`src/rtl/poly_io_sequencer_if.sv`:
```
// Bus bundle between the operand sequencer, the operand BRAM and the polynomial register bank.
interface poly_io_sequencer_if #(
  parameter int unsigned WORD_WIDTH = 17,
  parameter int unsigned ADDR_WIDTH = 10
);
  logic                  bram_rd_en_o;
  logic [ADDR_WIDTH-1:0] bram_rd_addr_o;
  logic [WORD_WIDTH-1:0] bram_rd_data_i;
  logic                  bram_wr_en_o;
  logic [ADDR_WIDTH-1:0] bram_wr_addr_o;
  logic [WORD_WIDTH-1:0] bram_wr_data_o;
  logic [1:0]            input_reg_sel_o;
  logic                  input_reg_en_o;
  logic [WORD_WIDTH-1:0] input_reg_din_o;
  logic [WORD_WIDTH-1:0] res_dout_i;
  logic                  res_reg_shift_o;

  // Sequencer side.
  modport master (
    output bram_rd_en_o, bram_rd_addr_o, bram_wr_en_o, bram_wr_addr_o, bram_wr_data_o,
    output input_reg_sel_o, input_reg_en_o, input_reg_din_o, res_reg_shift_o,
    input  bram_rd_data_i, res_dout_i
  );

  // BRAM / register-bank side.
  modport slave (
    input  bram_rd_en_o, bram_rd_addr_o, bram_wr_en_o, bram_wr_addr_o, bram_wr_data_o,
    input  input_reg_sel_o, input_reg_en_o, input_reg_din_o, res_reg_shift_o,
    output bram_rd_data_i, res_dout_i
  );
endinterface

```
`src/rtl/poly_io_sequencer.sv`:
```
// Moves operands A, B, M, M_prime_0 from BRAM into the register bank and shifts the result
// register back out to BRAM. Read-enable and select travel through a BRAM_LATENCY-deep pipe
// so the bank strobe lines up with the returning data.
module poly_io_sequencer #(
  parameter int unsigned WORD_WIDTH   = 17,
  parameter int unsigned N            = 5,
  parameter int unsigned S            = 4,
  parameter int unsigned ADDR_WIDTH   = 10,
  parameter int unsigned BRAM_LATENCY = 2
) (
  input  logic                  clock_i,
  input  logic                  reset_i,
  input  logic                  start_load_i,
  input  logic                  start_store_i,
  input  logic [ADDR_WIDTH-1:0] load_base_i,
  input  logic [ADDR_WIDTH-1:0] store_base_i,
  poly_io_sequencer_if.master   bus,
  output logic                  busy_o,
  output logic                  load_done_o,
  output logic                  store_done_o
);

  localparam int unsigned NumCoefWords = N * S;
  localparam int unsigned LoadWords    = 3 * NumCoefWords + N;
  localparam int unsigned CntMax       = (LoadWords > BRAM_LATENCY) ? LoadWords : BRAM_LATENCY;
  localparam int unsigned CntWidth     = $clog2(CntMax + 1);

  typedef logic [CntWidth-1:0] cnt_t;

  localparam cnt_t LoadLast  = cnt_t'(LoadWords - 1);
  localparam cnt_t StoreLast = cnt_t'(NumCoefWords - 1);
  localparam cnt_t DrainLast = cnt_t'(BRAM_LATENCY - 1);
  localparam cnt_t BoundB    = cnt_t'(NumCoefWords);
  localparam cnt_t BoundM    = cnt_t'(2 * NumCoefWords);
  localparam cnt_t BoundMp   = cnt_t'(3 * NumCoefWords);

  typedef enum logic [2:0] {
    StIdle, StLoadIssue, StLoadDrain, StStore, StDoneLoad, StDoneStore
  } state_e;

  state_e                state_q, state_d;
  cnt_t                  k_q, k_d;
  logic                  rd_en_q, rd_en_d;
  logic [ADDR_WIDTH-1:0] rd_addr_q, rd_addr_d;
  logic                  wr_en_q, wr_en_d;
  logic [ADDR_WIDTH-1:0] wr_addr_q, wr_addr_d;
  logic                  shift_q, shift_d;
  logic                  busy_q, busy_d;
  logic                  load_done_q, load_done_d;
  logic                  store_done_q, store_done_d;
  logic [1:0]            issue_sel;
  logic [BRAM_LATENCY-1:0] pipe_v_q;
  logic [1:0]              pipe_sel_q [BRAM_LATENCY];
  logic [WORD_WIDTH-1:0]   rd_data;

  // Region of the word currently being issued: A, B, M, then the short M_prime_0 block.
  always_comb begin
    if (k_q < BoundB) begin
      issue_sel = 2'd0;
    end else if (k_q < BoundM) begin
      issue_sel = 2'd1;
    end else if (k_q < BoundMp) begin
      issue_sel = 2'd2;
    end else begin
      issue_sel = 2'd3;
    end
  end

  // Next state and next registered outputs.
  always_comb begin
    state_d      = state_q;
    k_d          = k_q;
    rd_en_d      = 1'b0;
    rd_addr_d    = rd_addr_q;
    wr_en_d      = 1'b0;
    wr_addr_d    = wr_addr_q;
    shift_d      = 1'b0;
    busy_d       = 1'b0;
    load_done_d  = 1'b0;
    store_done_d = 1'b0;
    unique case (state_q)
      StIdle: begin
        // Load has priority; a simultaneous store command is dropped.
        if (start_load_i) begin
          state_d   = StLoadIssue;
          k_d       = '0;
          rd_en_d   = 1'b1;
          rd_addr_d = load_base_i;
          busy_d    = 1'b1;
        end else if (start_store_i) begin
          state_d   = StStore;
          k_d       = '0;
          wr_en_d   = 1'b1;
          wr_addr_d = store_base_i;
          shift_d   = 1'b1;
          busy_d    = 1'b1;
        end
      end
      StLoadIssue: begin
        busy_d = 1'b1;
        if (k_q == LoadLast) begin
          state_d = StLoadDrain;
          k_d     = '0;
        end else begin
          k_d       = k_q + cnt_t'(1);
          rd_en_d   = 1'b1;
          rd_addr_d = rd_addr_q + ADDR_WIDTH'(1);
        end
      end
      StLoadDrain: begin
        busy_d = 1'b1;
        if (k_q == DrainLast) begin
          state_d     = StDoneLoad;
          load_done_d = 1'b1;
        end else begin
          k_d = k_q + cnt_t'(1);
        end
      end
      StStore: begin
        busy_d = 1'b1;
        if (k_q == StoreLast) begin
          state_d      = StDoneStore;
          store_done_d = 1'b1;
        end else begin
          k_d       = k_q + cnt_t'(1);
          wr_en_d   = 1'b1;
          wr_addr_d = wr_addr_q + ADDR_WIDTH'(1);
          shift_d   = 1'b1;
        end
      end
      StDoneLoad, StDoneStore: state_d = StIdle;
      default: state_d = StIdle;
    endcase
  end

  // State and registered-output flops.
  always_ff @(posedge clock_i or posedge reset_i) begin
    if (reset_i) begin
      state_q      <= StIdle;
      k_q          <= '0;
      rd_en_q      <= 1'b0;
      rd_addr_q    <= '0;
      wr_en_q      <= 1'b0;
      wr_addr_q    <= '0;
      shift_q      <= 1'b0;
      busy_q       <= 1'b0;
      load_done_q  <= 1'b0;
      store_done_q <= 1'b0;
    end else begin
      state_q      <= state_d;
      k_q          <= k_d;
      rd_en_q      <= rd_en_d;
      rd_addr_q    <= rd_addr_d;
      wr_en_q      <= wr_en_d;
      wr_addr_q    <= wr_addr_d;
      shift_q      <= shift_d;
      busy_q       <= busy_d;
      load_done_q  <= load_done_d;
      store_done_q <= store_done_d;
    end
  end

  // Read-latency pipe: valid and select emerge in the cycle the BRAM data does.
  always_ff @(posedge clock_i or posedge reset_i) begin
    if (reset_i) begin
      pipe_v_q <= '0;
      for (int i = 0; i < BRAM_LATENCY; i++) begin
        pipe_sel_q[i] <= 2'd0;
      end
    end else begin
      pipe_v_q[0]   <= rd_en_q;
      pipe_sel_q[0] <= rd_en_q ? issue_sel : 2'd0;
      for (int i = 1; i < BRAM_LATENCY; i++) begin
        pipe_v_q[i]   <= pipe_v_q[i-1];
        pipe_sel_q[i] <= pipe_sel_q[i-1];
      end
    end
  end

  assign rd_data = bus.bram_rd_data_i;

  assign bus.bram_rd_en_o    = rd_en_q;
  assign bus.bram_rd_addr_o  = rd_addr_q;
  assign bus.bram_wr_en_o    = wr_en_q;
  assign bus.bram_wr_addr_o  = wr_addr_q;
  assign bus.bram_wr_data_o  = bus.res_dout_i;
  assign bus.input_reg_sel_o = pipe_sel_q[BRAM_LATENCY-1];
  assign bus.input_reg_en_o  = pipe_v_q[BRAM_LATENCY-1];
  assign bus.input_reg_din_o = rd_data;
  assign bus.res_reg_shift_o = shift_q;
  assign busy_o              = busy_q;
  assign load_done_o         = load_done_q;
  assign store_done_o        = store_done_q;

endmodule

```
`src/flat_wrapper.sv`:
```
// flat-port wrapper written by rule: the top's interface ports become plain ports
module poly_io_sequencer_flat 
#(
  parameter int unsigned WORD_WIDTH   = 17,
  parameter int unsigned N            = 5,
  parameter int unsigned S            = 4,
  parameter int unsigned ADDR_WIDTH   = 10,
  parameter int unsigned BRAM_LATENCY = 2
)
  (clock_i, reset_i, start_load_i, start_store_i, load_base_i, store_base_i, busy_o, load_done_o, store_done_o, bus_bram_rd_en_o, bus_bram_rd_addr_o, bus_bram_wr_en_o, bus_bram_wr_addr_o, bus_bram_wr_data_o, bus_input_reg_sel_o, bus_input_reg_en_o, bus_input_reg_din_o, bus_res_reg_shift_o, bus_bram_rd_data_i, bus_res_dout_i);
  poly_io_sequencer_if #(.WORD_WIDTH(WORD_WIDTH), .ADDR_WIDTH(ADDR_WIDTH)) bus_i ();
  input  logic clock_i;
  input  logic reset_i;
  input  logic start_load_i;
  input  logic start_store_i;
  input  logic [ADDR_WIDTH-1:0] load_base_i;
  input  logic [ADDR_WIDTH-1:0] store_base_i;
  output logic busy_o;
  output logic load_done_o;
  output logic store_done_o;
  output wire logic [$bits(bus_i.bram_rd_en_o)-1:0] bus_bram_rd_en_o;
  output wire logic [$bits(bus_i.bram_rd_addr_o)-1:0] bus_bram_rd_addr_o;
  output wire logic [$bits(bus_i.bram_wr_en_o)-1:0] bus_bram_wr_en_o;
  output wire logic [$bits(bus_i.bram_wr_addr_o)-1:0] bus_bram_wr_addr_o;
  output wire logic [$bits(bus_i.bram_wr_data_o)-1:0] bus_bram_wr_data_o;
  output wire logic [$bits(bus_i.input_reg_sel_o)-1:0] bus_input_reg_sel_o;
  output wire logic [$bits(bus_i.input_reg_en_o)-1:0] bus_input_reg_en_o;
  output wire logic [$bits(bus_i.input_reg_din_o)-1:0] bus_input_reg_din_o;
  output wire logic [$bits(bus_i.res_reg_shift_o)-1:0] bus_res_reg_shift_o;
  input wire logic [$bits(bus_i.bram_rd_data_i)-1:0] bus_bram_rd_data_i;
  input wire logic [$bits(bus_i.res_dout_i)-1:0] bus_res_dout_i;
  assign bus_bram_rd_en_o = bus_i.bram_rd_en_o;
  assign bus_bram_rd_addr_o = bus_i.bram_rd_addr_o;
  assign bus_bram_wr_en_o = bus_i.bram_wr_en_o;
  assign bus_bram_wr_addr_o = bus_i.bram_wr_addr_o;
  assign bus_bram_wr_data_o = bus_i.bram_wr_data_o;
  assign bus_input_reg_sel_o = bus_i.input_reg_sel_o;
  assign bus_input_reg_en_o = bus_i.input_reg_en_o;
  assign bus_input_reg_din_o = bus_i.input_reg_din_o;
  assign bus_res_reg_shift_o = bus_i.res_reg_shift_o;
  assign bus_i.bram_rd_data_i = bus_bram_rd_data_i;
  assign bus_i.res_dout_i = bus_res_dout_i;
  poly_io_sequencer #(.WORD_WIDTH(WORD_WIDTH), .N(N), .S(S), .ADDR_WIDTH(ADDR_WIDTH), .BRAM_LATENCY(BRAM_LATENCY)) u_core (.clock_i(clock_i), .reset_i(reset_i), .start_load_i(start_load_i), .start_store_i(start_store_i), .load_base_i(load_base_i), .store_base_i(store_base_i), .bus(bus_i), .busy_o(busy_o), .load_done_o(load_done_o), .store_done_o(store_done_o));
endmodule
```
`config.mk`:
```
export PLATFORM = sky130hd
export DESIGN_NAME = poly_io_sequencer_flat
export DESIGN_NICKNAME = d
export VERILOG_FILES = /design/src/rtl/poly_io_sequencer_if.sv /design/src/rtl/poly_io_sequencer.sv /design/src/flat_wrapper.sv
export SDC_FILE = /design/constraint.sdc
export NUM_CORES = 1
export LEC_CHECK = 0
export CAP_MARGIN = 15
export CORE_ASPECT_RATIO = 1.2
export CORE_UTILIZATION = 37
export CTS_CLUSTER_SIZE = 20
export DETAILED_ROUTE_END_ITERATION = 10
export PLACE_DENSITY_LB_ADDON = 0.15
export REMOVE_ABC_BUFFERS = 1
export SYNTH_ARGS = -nofsm -noshare
export SYNTH_HDL_FRONTEND = slang
export SYNTH_SLANG_ARGS = --single-unit
```
`constraint.sdc`:
```
create_clock -name clock_i -period 1.9 [get_ports clock_i]
set_input_delay 0.38 -clock clock_i [delete_from_list [all_inputs] [get_ports clock_i]]
set_output_delay 0.38 -clock clock_i [all_outputs]
set_load 0.005 [all_outputs]
```
After elaboration in Yosys (flattened, before gate mapping)
Index checks and enable logic that the tools add are counted.
- $add $sub $neg: 3
- magnitude comparators: 3
- eq/ne operators: 16
- multiplexer cells: 36
- reduce and logical (&&, ||, !) cells: 9
- operators by type and width (kind ; count):
    $mux 10 ; 5
    $pmux 10 s2 ; 2
    $mux 7 ; 5
    $pmux 7 s4 ; 1
    $add 10x1->10 const B ; 2
    $mux 3 ; 5
    $lt 7x6->1 const B ; 2
    $ne 2x2->1 const B ; 6
    $pmux 3 s4 ; 1
    $reduce_and 4->1 ; 3
    $mux 1 ; 11
    $add 7x1->7 const B ; 1
    $eq 7x1->1 const B ; 1
    $eq 7x5->1 const B ; 1
    $eq 7x7->1 const B ; 1
    $lt 7x5->1 const B ; 1
    $eq 3x2->1 const B ; 2
    $mux 2 ; 3
    $ne 2x1->1 const B ; 3
    $pmux 1 s2 ; 3
    $reduce_bool 2->1 ; 2
    $reduce_bool 4->1 ; 1
    $eq 3x1->1 const B ; 1
    $logic_not 3->1 ; 1
    3 further kinds ; 3
- output and inout port bits: 63
- input port bits: 58
- bits in registers: 41

Logic depth before layout (Yosys ltp)
Gate-level depths: netlist (run 1).
- depth after elaboration: 5
- gate-level depth with buffers: 8

Worst setup path before layout (run 1)
No wires, ideal clock.
- path kind: register -> register
- start: reg u_core.k_q[1]
- end: reg u_core.k_q[2]
- library setup time: 132 ps
- buffers on the path: 0
- stages on the path, launching flop included: 8
- period minus slack after synthesis: 1891 ps
- arrival time: 1759 ps
- path slack: 9 ps
- cell sequence: dfrtp_1 > inv_1 > ha_1 > or3b_2 > a2111oi_4 > nand3b_1 > xor2_1 > nor2_1
- word-level cells in the longest chain between the ends: 3
- RTL lines (item ; line ; source):
    from (decl) ; poly_io_sequencer.sv:42 ; cnt_t k_q, k_d;
    from (signal assigned) ; poly_io_sequencer.sv:151 ; k_q <= k_d;
    $add 7x1->7 (tied with other cells) ; poly_io_sequencer.sv:105, poly_io_sequencer.sv:116, poly_io_sequencer.sv:125 ;
    $mux 7 (tied with other cells) ; poly_io_sequencer.sv:121 ; if (k_q == StoreLast) begin
    $pmux 7 s4 / $reduce_and 4->1 (equally long branches) ; n/a ;
Several ways; a longest one is shown, not always the timed one. The select of a mux whose other input is x is not followed.
A chain may end at the register's enable or synchronous reset.

Final worst setup path (run 1)
- start: reg u_core.k_q[3]
- end: reg u_core.k_q[2]
- word-level cells in the longest chain between the ends: 3
- RTL lines (item ; line ; source):
    $eq 7x7->1 (tied with other cells) ; poly_io_sequencer.sv:101 ; if (k_q == LoadLast) begin
    $mux 7 / $ne 2x2->1 (equally long branches) ; n/a ;
    $pmux 7 s4 / $reduce_and 4->1 (equally long branches) ; n/a ;
Several ways; a longest one is shown, not always the timed one.

==> results of run 1 <==
==> repair_timing <==
| item | 4_1_cts | 5_1_grt |
|---|---|---|
| gates resized for setup | 2 | 10 |
| setup endpoints to repair | 3 | 24 |
| pin swaps | 1 | 2 |
| cloned | 0 | 0 |
==> final timing paths <==
path | to | slack, ns | depth (start not counted)
min in group asynchronous | u_core.pipe_v_q[1] | 0.46 | 3
max in group asynchronous | u_core.bus.bram_rd_addr_o[0] | 1.24 | 3
hold / removal | u_core.bus.input_reg_sel_o[1] | 0.35 | 0
hold reg to reg | u_core.bus.input_reg_sel_o[1] | 0.35 | 0
setup / recovery | u_core.k_q[2] | 0.07 | 5
setup reg to reg | u_core.k_q[2] | 0.07 | 5
==> metal layers <==
metal | routed length, µm | up-vias
li1 | - | 987
met1 | 2950 | 979
met2 | 2770 | 107
met3 | 708 | 8
met4 | 115 | 0
met5 | 0 | -
==> flip-flops by register name, summed over array words and instances (netlist names) <==
register and cells:
u_core.pipe_v_q 2, u_core.k_q 7, u_core.store_done_o 1, u_core.busy_o 1, u_core.bus.bram_rd_en_o 1, u_core.bus.input_reg_sel_o 2, u_core.load_done_o 1, u_core.state_q 3
u_core.bus.bram_wr_addr_o 10, u_core.bus.bram_wr_en_o 1, u_core.bus.bram_rd_addr_o 10, u_core.pipe_sel_q 2
==> through the flow <==
step	std cells	setup WS, ns	total power [µW]	utilization, %	hold slack [ns]
after floorplan	221	-0.372	2970	-	0.331
after global placement	378	-0.0416	4190	46.8	0.332
after detailed placement	378	-0.0849	4240	46.8	0.338
after CTS	386	0.0357	5000	48.8	0.356
after global routing	386	-0.0305	5450	49.3	0.367
final	386	0.0733	5020	49.3	0.354
==> cells by family after synthesis <==
kind of cell    count (synthesis)
compound gates                 74
mux                             2
simple gates                   86
buf+inv                        59
flops                          41
fa+ha+maj                       5
xor+xnor                        5
==> critical path, cell delays in order (launching register included) <==
cell       delay [ns]
dfrtp_1          0.42
or4b_4           0.56
a2111oi_4        0.36
nand3b_1         0.16
xor2_1           0.14
nor2_1           0.05
==> cell type report <==
class | count | area, µm²
Multi-Input combinational cell | 172 | 1050
Tap cell | 82 | 103
Timing Repair Buffer | 75 | 706
Clock inverter | 1 | 30.0
Sequential cell | 41 | 1030
Clock buffer | 7 | 86.3
Inverter | 8 | 32.5
Fill cell | 606 | 3130
==> power by group through the flow <==
stage	logic, µW	registers, µW	clock network [µW]
2_1_floorplan	1310	1650	0
3_3_place_gp	2580	1620	0
3_5_place_dp	2620	1630	0
4_1_cts	2630	1610	748
5_1_grt	2960	1700	792
6_report	2670	1630	726
==> synthesized netlist by cell type, types with 2 or more instances <==
cell       instances  area [µm²]
inv_1              6        22.5
nand4_1            4        25.0
o21ai_0           23         115
o22ai_1            5        31.3
nor2b_1            3        18.8
a221oi_1           2        17.5
buf_2              5        25.0
nor3_1             3        15.0
and3_1             6        37.5
ha_1               5        62.6
a31oi_1            2        12.5
dfrtp_1           41        1030
mux2i_1            2        20.0
inv_2              2        7.51
nand3_1           13        65.1
buf_4             38         285
and4_1             3        26.3
a2bb2oi_1          4        35.0
xor2_1             3        26.3
clkbuf_1           6        22.5
a21o_1             2        15.0
xnor2_1            2        17.5
nor4_1             5        31.3
nor2_1            15        56.3
a21oi_1           27         135
nand2_1           26        97.6
or3_1              2        12.5
==> metrics.md, run 1 <==
| Metric | Value |
|---|---|
| GPL Wtd Cong | 0.824 |
| DRT Pass-1 Iters | 4 |
| Initial DRC count | 165 |
| Hold crit path type | register to register |
| First-pass GRT wire length | 10.8 mm |
| Grt ovf | 0 |
| P_sw | 1970 µW |
| Die ar. | 6880 µm² |
| Pins Over Slew Limit | 0 |
| Synth Area in XOR/XNOR | 1.81% |
| RSZ-0062 raised after global routing | yes |
| DR WL/cell | 17.0 µm |
| H-tree depth | 2 |
| CTS buffer count | 5 |
| Measured slew at the worst slew-check pin | 0.424 ns |
| Arr. time, crit path | 1.99 ns |
| Fin Setup TNS | 0 ns |
| Logic pwr share | 53.2% |
| Final setup fails | 0 |
| Warnings, synthesis | 0 |
| Rows | 31 |
| Hold_sp | u_core.pipe_sel_q[3] |
| Post-synthesis compound-gate area fraction | 18.8% |
| Vias in the first global route | 2,081 |
| Initial antenna violation count | 0 |
| Cell area after layout | 3040 µm² |
| Worst skew pair latency | 0.29 ns |
| Die width | 75.9 µm |
| Core Box Area | 6170 µm² |
| ANT nets after route | 0 |
| Mapped Cells | 272 |
| Sink Count | 41 |
| Share of cells above drive strength 1 | 14.1% |
| Critical path class | register to register |
| Static Leak | 0.00128 µW |
| Int Pwr | 3050 µW |
| Area grow syn2layout | 25.3% |
| Post-synthesis average cell area | 8.91 µm² |
| Min cycle time layout | 1.83 ns |
| Startpoint types | register |
| Mux cell area share after synthesis | 0.826% |
| Commonest cells after routing, fill and taps aside | clkdlybuf4s50_1 (52), dfrtp_1 (41), nand2_1 (26), a21oi_1 (25) |
| Crit share post-route | 96.1% |
| Clk buf depth | 2 |
| Via density | 5.39 |
| Commonest non-fill, non-tap cell in the layout | clkdlybuf4s50_1 |
| Routed wire length | 6.54 mm |
| Critical path origin | u_core.k_q[3] |
| Main combinational cell family by area after synthesis | compound AO/OA/AOI/OAI gates |
| Post-CTS setup buffers | 0 |
| FF+latch count, synth | 41 |
| VDD IR-drop max | 0.647 mV |
| CTS tree | done |
| Die Y | 90.7 µm |
| Seq pwr share | 32.4% |
| PD cells | 1650 nW/µm² |
| Main flop type after synthesis | dfrtp_1 |
| Clock Skew | 0.00407 ns |
| Sequential area share after synthesis | 42.3% |
| IO Pins | 121 |
| Via count | 2,081 |
| Slew margin rel. | 71.8% |
| CP Max Fanout | 4 |
| Met2 Usage GRT | 28.2% |
| Clock root buffer | clkbuf_8 |
| Switching Share | 39.3% |
| GR met1 Demand/Resource | 25.3% |
| Post-synth cell types | 44 |
| Max frequency | 0.547 GHz |
| Final Hold Viols | 0 |
| Starting density of the core | 39.3% |
| DP HPWL | 4.78 mm |
| EDFF count, synth | 0 |
| Fin nets | 366 |
| Critical Path Sink Type | register |
| Largest net degree at the start of global routing | 42 |
| Busiest grt layer | met2 |
| Met3 Use GR | 11.3% |
| Worst r2r src | u_core.k_q[3] |
| Clock network power share | 14.5% |
| Clock transition at path regs | 0.08 ns |
| Synth Area in Adders | 2.58% |
| # DRC | 0 |
| Port Buf Inserts | 52 |
| Antenna Cells | 0 |
| Status | completed |
| Hold_buf cts | 0 |
| Simple-Gate Fraction of Synth Area | 18.0% |
| Placement Cell Area | 2880 µm² |
| Cell Area, Synth | 2420 µm² |
| Max_cap viols | 0 |
| FFs w/ async S/R, synth | 100% |
| Worst EP required | 2.06 ns |
| GRT Total Usage | 20.3% |
(Power assumes the default switching activity.)
==> run 2: changes to the inputs <==
--- a/config.mk
+++ b/config.mk
@@ -7,7 +7,8 @@
 export LEC_CHECK = 0
 export CAP_MARGIN = 15
 export CORE_ASPECT_RATIO = 1.2
-export CORE_UTILIZATION = 37
+export CORE_UTILIZATION = 38
+export CTS_BUF_LIST = sky130_fd_sc_hd__clkbuf_8
 export CTS_CLUSTER_SIZE = 20
 export DETAILED_ROUTE_END_ITERATION = 10
 export PLACE_DENSITY_LB_ADDON = 0.15
==> constraint.sdc (replaced) <==
create_clock -name clock_i -period 1.9 [get_ports clock_i]
set_input_delay 0.475 -clock clock_i [delete_from_list [all_inputs] [get_ports clock_i]]
set_output_delay 0.475 -clock clock_i [all_outputs]
set_load 0.005 [all_outputs]
==> metrics.md, run 2 (synthesis gave the netlist of run 1 again) <==
| Metric | Value |
|---|---|
| Min cycle time layout | 1.80 ns (was 1.83 ns) |
| Sink Count | 41 (unchanged) |
| ANT nets after route | 0 (unchanged) |
| Seq pwr share | 32.4% (about the same) |
| Area grow syn2layout | 25.1% (was 25.3%) |
| Max_cap viols | 0 (unchanged) |
| Logic pwr share | 53.9% (was 53.2%) |
| Commonest non-fill, non-tap cell in the layout | clkdlybuf4s50_1 (unchanged) |
| Initial DRC count | 192 (was 165) |
| Worst skew pair latency | 0.29 ns (about the same) |
| Pins Over Slew Limit | 0 (unchanged) |
| R2r setup slk | 0.1 ns (was 0.07 ns) |
| Worst r2r src | u_core.k_q[2] (was u_core.k_q[3]) |
| CTS tree | done (unchanged) |
| Routed wire length | 6.51 mm (was 6.54 mm) |
| H-tree depth | 2 (unchanged) |
| Hold-critical path depth | 0 (unchanged) |
| Die Y | 89.5 µm (was 90.7 µm) |
| DRT Pass-1 Iters | 4 (unchanged) |
| DR WL/cell | 16.9 µm (was 17.0 µm) |
| Vias in the first global route | 1,949 (was 2,081) |
| Core Box Area | 6090 µm² (was 6170 µm²) |
| Static Leak | 0.00128 µW (about the same) |
| Clock transition at path regs | 0.09 ns (was 0.08 ns) |
| Die ar. | 6710 µm² (was 6880 µm²) |
| Clock root buffer | clkbuf_8 (unchanged) |
| Measured slew at the worst slew-check pin | 0.439 ns (was 0.424 ns) |
| Int Pwr | 3010 µW (was 3050 µW) |
| Status | completed (unchanged) |
| Multi-input logic area | 1050 µm² (about the same) |
| Cells along the critical path | or4b_4 -> a2111oi_4 -> nand3b_1 -> xor2_1 -> nor2_1 (unchanged) |
| GRT Total Usage | 21.1% (was 20.3%) |
| WP buf/inv | 0 (unchanged) |
| P_sw | 1950 µW (was 1970 µW) |
| Critical Path Sink Type | register (unchanged) |
| Post-layout util | 49.8% (was 49.3%) |
| Critical path depth in cells | 5 (unchanged) |
| VDD IR-drop max | 0.788 mV (was 0.647 mV) |
| Register area | 1030 µm² (unchanged) |
| Port Buf Inserts | 52 (unchanged) |
| IO Pins | 121 (unchanged) |
| Hold worst-path end | u_core.pipe_v_q[1] (was u_core.bus.input_reg_sel_o[1]) |
| R2r endpoint | u_core.k_q[2] (unchanged) |
| Grt ovf | 0 (unchanged) |
| CTS buffer count | 5 (unchanged) |
| Placement Cell Area | 2890 µm² (was 2880 µm²) |
| First-pass GRT wire length | 10.3 mm (was 10.8 mm) |
| Initial antenna violation count | 0 (unchanged) |
| Hold crit path type | register to register (unchanged) |
| # DRC | 0 (unchanged) |
| Critical path class | register to register (unchanged) |
| Hold_buf cts | 0 (unchanged) |
| Slew margin rel. | 70.5% (was 71.8%) |
| CP Max Fanout | 3 (was 4) |
| Clock Skew | 0.0149 ns (was 0.00407 ns) |
| Startpoint types | register (unchanged) |
| Arr. time, crit path | 2.00 ns (was 1.99 ns) |
| Antenna Cells | 0 (unchanged) |
| Crit share post-route | 95.0% (was 96.1%) |
| Final Hold Viols | 0 (unchanged) |
| Crit-path leading delay family | simple AND/OR/NAND/NOR gates (unchanged) |
| Fin nets | 367 (was 366) |
| Critical path origin | u_core.k_q[2] (was u_core.k_q[3]) |
| Clk buf depth | 2 (unchanged) |
| Die width | 74.9 µm (was 75.9 µm) |
| Clock network power share | 13.7% (was 14.5%) |
| Slowest CP cell | or4b_4 (unchanged) |
| Share of cells above drive strength 1 | 14.1% (unchanged) |
| Largest net degree at the start of global routing | 42 (unchanged) |
| DP HPWL | 4.76 mm (was 4.78 mm) |
| RSZ-0062 raised after global routing | yes (unchanged) |
| FF-to-FF path depth | 5 (unchanged) |
| Cell area after layout | 3030 µm² (was 3040 µm²) |
| Worst EP required | 2.09 ns (was 2.06 ns) |
| Largest stage delay on the critical path | 0.58 ns (was 0.56 ns) |
| GPL Wtd Cong | 0.773 (was 0.824) |
| Fill count | 606 (unchanged) |
| Hold_sp | u_core.pipe_v_q[0] (was u_core.pipe_sel_q[3]) |
| Final setup fails | 0 (unchanged) |
| PD cells | 1630 nW/µm² (was 1650 nW/µm²) |
| Starting density of the core | 39.8% (was 39.3%) |
| Max frequency | 0.554 GHz (was 0.547 GHz) |
| Switching Share | 39.4% (was 39.3%) |
| Commonest cells after routing, fill and taps aside | clkdlybuf4s50_1 (52), dfrtp_1 (41), a21oi_1 (26), nand2_1 (26), buf_4 (22) (was clkdlybuf4s50_1 (52), dfrtp_1 (41), nand2_1 (26), a21oi_1 (25)) |
| Via count | 2,055 (was 2,081) |
| Rows | 31 (unchanged) |
| Via density | 5.32 (was 5.39) |
[run 2: what timing repair did]
item                       CTS  global route
setup endpoints to repair    3            16
buffers inserted             0             0
pin swaps                    1             2
resized for setup            2            13
[run 2: stage by stage]
| stage | TNS, ns | power [µW] | std cells | setup WS, ns | hold WS [ns] |
|---|---|---|---|---|---|
| 2_1_floorplan | -2.89 | 2970 | 221 | -0.372 | 0.331 |
| 3_3_place_gp | -1.03 | 4200 | 379 | -0.118 | 0.331 |
| 3_5_place_dp | -1.49 | 4230 | 379 | -0.150 | 0.337 |
| 4_1_cts | 0 | 4930 | 386 | 0.0197 | 0.354 |
| 5_1_grt | 0 | 5400 | 386 | 0.00103 | 0.367 |
| 6_report | 0 | 4960 | 386 | 0.0958 | 0.351 |
[run 2: power by group through the flow]
stage	Clock [µW]	Sequential, µW	Combinational (µW)
finish	681	1610	2670
global route	738	1680	2990
CTS	697	1610	2620
detailed placement	0	1610	2610
global placement	0	1610	2590
floorplan	0	1650	1310
[run 2: layout make-up]
| class | count | area share [%] |
|---|---|---|
| inverters | 8 | 1.15 |
| multi-input cells | 172 | 34.6 |
| clock buffers | 5 | 2.27 |
| repair buffers | 76 | 23.6 |
| well taps | 82 | 3.38 |
| flip-flops and latches | 41 | 33.8 |
| clock inverters | 2 | 1.15 |
[run 2: worst max path at each step]
stage,to
finish,u_core.k_q[2]
global placement,u_core.k_q[6]
detailed placement,u_core.k_q[6]
floorplan,u_core.bus.bram_wr_addr_o[0]
global route,u_core.bus.bram_rd_addr_o[6]
CTS,u_core.bus.bram_rd_addr_o[0]
[run 2: metal layers]
metal / wire [µm] / track usage (%) / share of wire, %
met1: 2800 / 27.1 / 43
met2: 2750 / 29.2 / 42
met3: 880 / 12.1 / 14
met4: 79 / 5.66 / 1.2
met5: 0 / 8.73 / 0
==> run 3: changes to the inputs <==
--- a/config.mk
+++ b/config.mk
@@ -7,10 +7,12 @@
 export LEC_CHECK = 0
 export CAP_MARGIN = 15
 export CORE_ASPECT_RATIO = 1.2
+export CORE_MARGIN = 1.5
 export CORE_UTILIZATION = 38
 export CTS_BUF_LIST = sky130_fd_sc_hd__clkbuf_8
 export CTS_CLUSTER_SIZE = 20
 export DETAILED_ROUTE_END_ITERATION = 10
+export HOLD_SLACK_MARGIN = 0.12
 export PLACE_DENSITY_LB_ADDON = 0.15
 export REMOVE_ABC_BUFFERS = 1
 export SYNTH_ARGS = -nofsm -noshare
==> metrics.md, run 3 (synthesis gave the netlist of run 1 again) <==
| Metric | Value |
|---|---|
| Met1 WL | 2.91 mm (was 2.80 mm) |
| Critical Path Sink Type | register (unchanged) |
| IO Pins | 121 (unchanged) |
| Antenna Cells | 0 (unchanged) |
| Post-layout util | 52.5% (was 49.8%) |
| Area grow syn2layout | 31.9% (was 25.1%) |
| Int Pwr | 3370 µW (was 3010 µW) |
| Fin nets | 377 (was 367) |
| P_sw | 2100 µW (was 1950 µW) |
| Initial antenna violation count | 0 (unchanged) |
| Met3 wire len | 818 µm (was 880 µm) |
| Die width | 75.9 µm (was 74.9 µm) |
| Final Hold Viols | 0 (unchanged) |
| Vias in the first global route | 1,918 (was 1,949) |
| Share of cells above drive strength 1 | 18.1% (was 14.1%) |
| H-tree depth | 2 (unchanged) |
| Grt ovf | 0 (unchanged) |
| Sink Count | 41 (unchanged) |
| Clock root buffer | clkbuf_8 (unchanged) |
| Core Box Area | 6090 µm² (unchanged) |
| Status | completed (unchanged) |
| DRT Pass-1 Iters | 4 (unchanged) |
| Worst Slack Setup Final | 0.0607 ns (was 0.0958 ns) |
| GPL Wtd Cong | 0.768 (was 0.773) |
| CTS buffer count | 5 (unchanged) |
| Pins Over Slew Limit | 0 (unchanged) |
| Largest net degree at the start of global routing | 42 (unchanged) |
| Clock transition at path regs | 0.09 ns (about the same) |
| Starting density of the core | 39.8% (unchanged) |
| Cell area after layout | 3200 µm² (was 3030 µm²) |
| Die Y | 90.5 µm (was 89.5 µm) |
| DP HPWL | 4.77 mm (was 4.76 mm) |
| Measured slew at the worst slew-check pin | 0.432 ns (was 0.439 ns) |
| Crit share post-route | 96.8% (was 95.0%) |
| Routed wire length | 6.83 mm (was 6.51 mm) |
| Min cycle time layout | 1.84 ns (was 1.80 ns) |
| DP Worst Slack | -0.189 ns (was -0.150 ns) |
| CP Max Fanout | 4 (was 3) |
| Initial DRC count | 163 (was 192) |
| Logic pwr share | 55.1% (was 53.9%) |
| First-pass GRT wire length | 10.3 mm (about the same) |
| Clk buf depth | 2 (unchanged) |
| PD cells | 1710 nW/µm² (was 1630 nW/µm²) |
| Clock network power share | 15.3% (was 13.7%) |
| GRT Total Usage | 19.0% (was 21.1%) |
| Die ar. | 6870 µm² (was 6710 µm²) |
| DR WL/cell | 17.2 µm (was 16.9 µm) |
| Seq pwr share | 29.6% (was 32.4%) |
| Via density | 5.46 (was 5.32) |
| Max_cap viols | 0 (unchanged) |
| Switching Share | 38.4% (was 39.4%) |
| Worst EP required | 2.09 ns (about the same) |
| Placement Cell Area | 2910 µm² (was 2890 µm²) |
| VDD IR-drop max | 0.618 mV (was 0.788 mV) |
| Commonest non-fill, non-tap cell in the layout | clkdlybuf4s50_1 (unchanged) |
| Rows | 31 (unchanged) |
| Slew margin rel. | 70.9% (was 70.5%) |
| Port Buf Inserts | 52 (unchanged) |
| Worst skew pair latency | 0.29 ns (about the same) |
| ANT nets after route | 0 (unchanged) |
| Arr. time, crit path | 2.03 ns (was 2.00 ns) |
| Critical path class | register to register (unchanged) |
| Via count | 2,167 (was 2,055) |
| Commonest cells after routing, fill and taps aside | clkdlybuf4s50_1 (52), dfrtp_1 (40), buf_4 (28), nand2_1 (26), a21oi_1 (25) (was clkdlybuf4s50_1 (52), dfrtp_1 (41), a21oi_1 (26), nand2_1 (26), buf_4 (22)) |
| Hold crit path type | register to register (unchanged) |
| Final setup fails | 0 (unchanged) |
| WL met2 | 3.00 mm (was 2.75 mm) |
| Startpoint types | register (unchanged) |
| Max frequency | 0.544 GHz (was 0.554 GHz) |
| CTS tree | done (unchanged) |
| Clock Skew | 0.00870 ns (was 0.0149 ns) |
| Uppermost layer routed | met5 (was met4) |
| RSZ-0062 raised after global routing | yes (unchanged) |
| Power Total | 5470 µW (was 4960 µW) |
| # DRC | 0 (unchanged) |
| Static Leak | 0.00134 µW (was 0.00128 µW) |
run 3: cell types whose count changed in the layout (fill, tap and decap cells not counted), sizes merged:
cell	delta
bufinv	+1
buf	+9
clkinvlp	+1
run 3: power by group through the flow:
stage          Clock, µW  Sequential, µW  Combinational, µW
2_1_floorplan          0            1650               1310
3_3_place_gp           0            1630               2630
3_5_place_dp           0            1620               2670
4_1_cts              862            1610               2690
5_1_grt              892            1690               3330
6_report             838            1620               3010
run 3: worst max-delay path, stage by stage, from the launching register on:
cell	delay (ns)
dfrtp_2	0.44
or4b_4	0.57
a2111oi_4	0.36
nand3b_1	0.17
xor2_1	0.15
nor2_1	0.05
run 3: area by class of cell:
cell class,count,area [µm²]
Timing Repair inverter,1,7.51
Clock inverter,3,65.1
Inverter,8,35.0
Sequential cell,41,1030
Tap cell,82,103
Fill cell,602,2890
Multi-Input combinational cell,172,1100
Timing Repair Buffer,85,796
Clock buffer,5,68.8
run 3: repair_timing:
action                                  4_1_cts  5_1_grt
hold buffers                                  0        0
gates cloned                                  0        1
pin swaps                                     1        9
resized for setup                             1       21
endpoints found under the setup margin        1       20
setup buffers                                 0        6
run 3: layer usage:
metal / track usage (%) / vias to the layer above
met3: 11.4 / 12
met5: 5.38 / -
li1: - / 1010
met1: 24.5 / 1030
met2: 26.4 / 113
met4: 4.94 / 2
run 3: per-stage QoR:
step / hold WS, ns / std cells / setup TNS [ns]
detailed placement: 0.336 / 382 / -2.40
floorplan: 0.331 / 221 / -2.89
global route: 0.363 / 397 / -0.203
global placement: 0.332 / 382 / -1.55
CTS: 0.354 / 390 / 0
finish: 0.351 / 397 / 0
run 3: path summary, 6_finish.rpt:
kind | start | to | slack, ns | cells after the start
max | u_core.k_q[3] | u_core.k_q[2] | 0.06 | 5
max in group asynchronous | reset_i | u_core.k_q[3] | 1.15 | 3
min | u_core.pipe_v_q[0] | u_core.pipe_v_q[1] | 0.35 | 0
min reg2reg | u_core.pipe_v_q[0] | u_core.pipe_v_q[1] | 0.35 | 0
min in group asynchronous | reset_i | u_core.load_done_o | 0.53 | 3
max reg2reg | u_core.k_q[3] | u_core.k_q[2] | 0.06 | 5
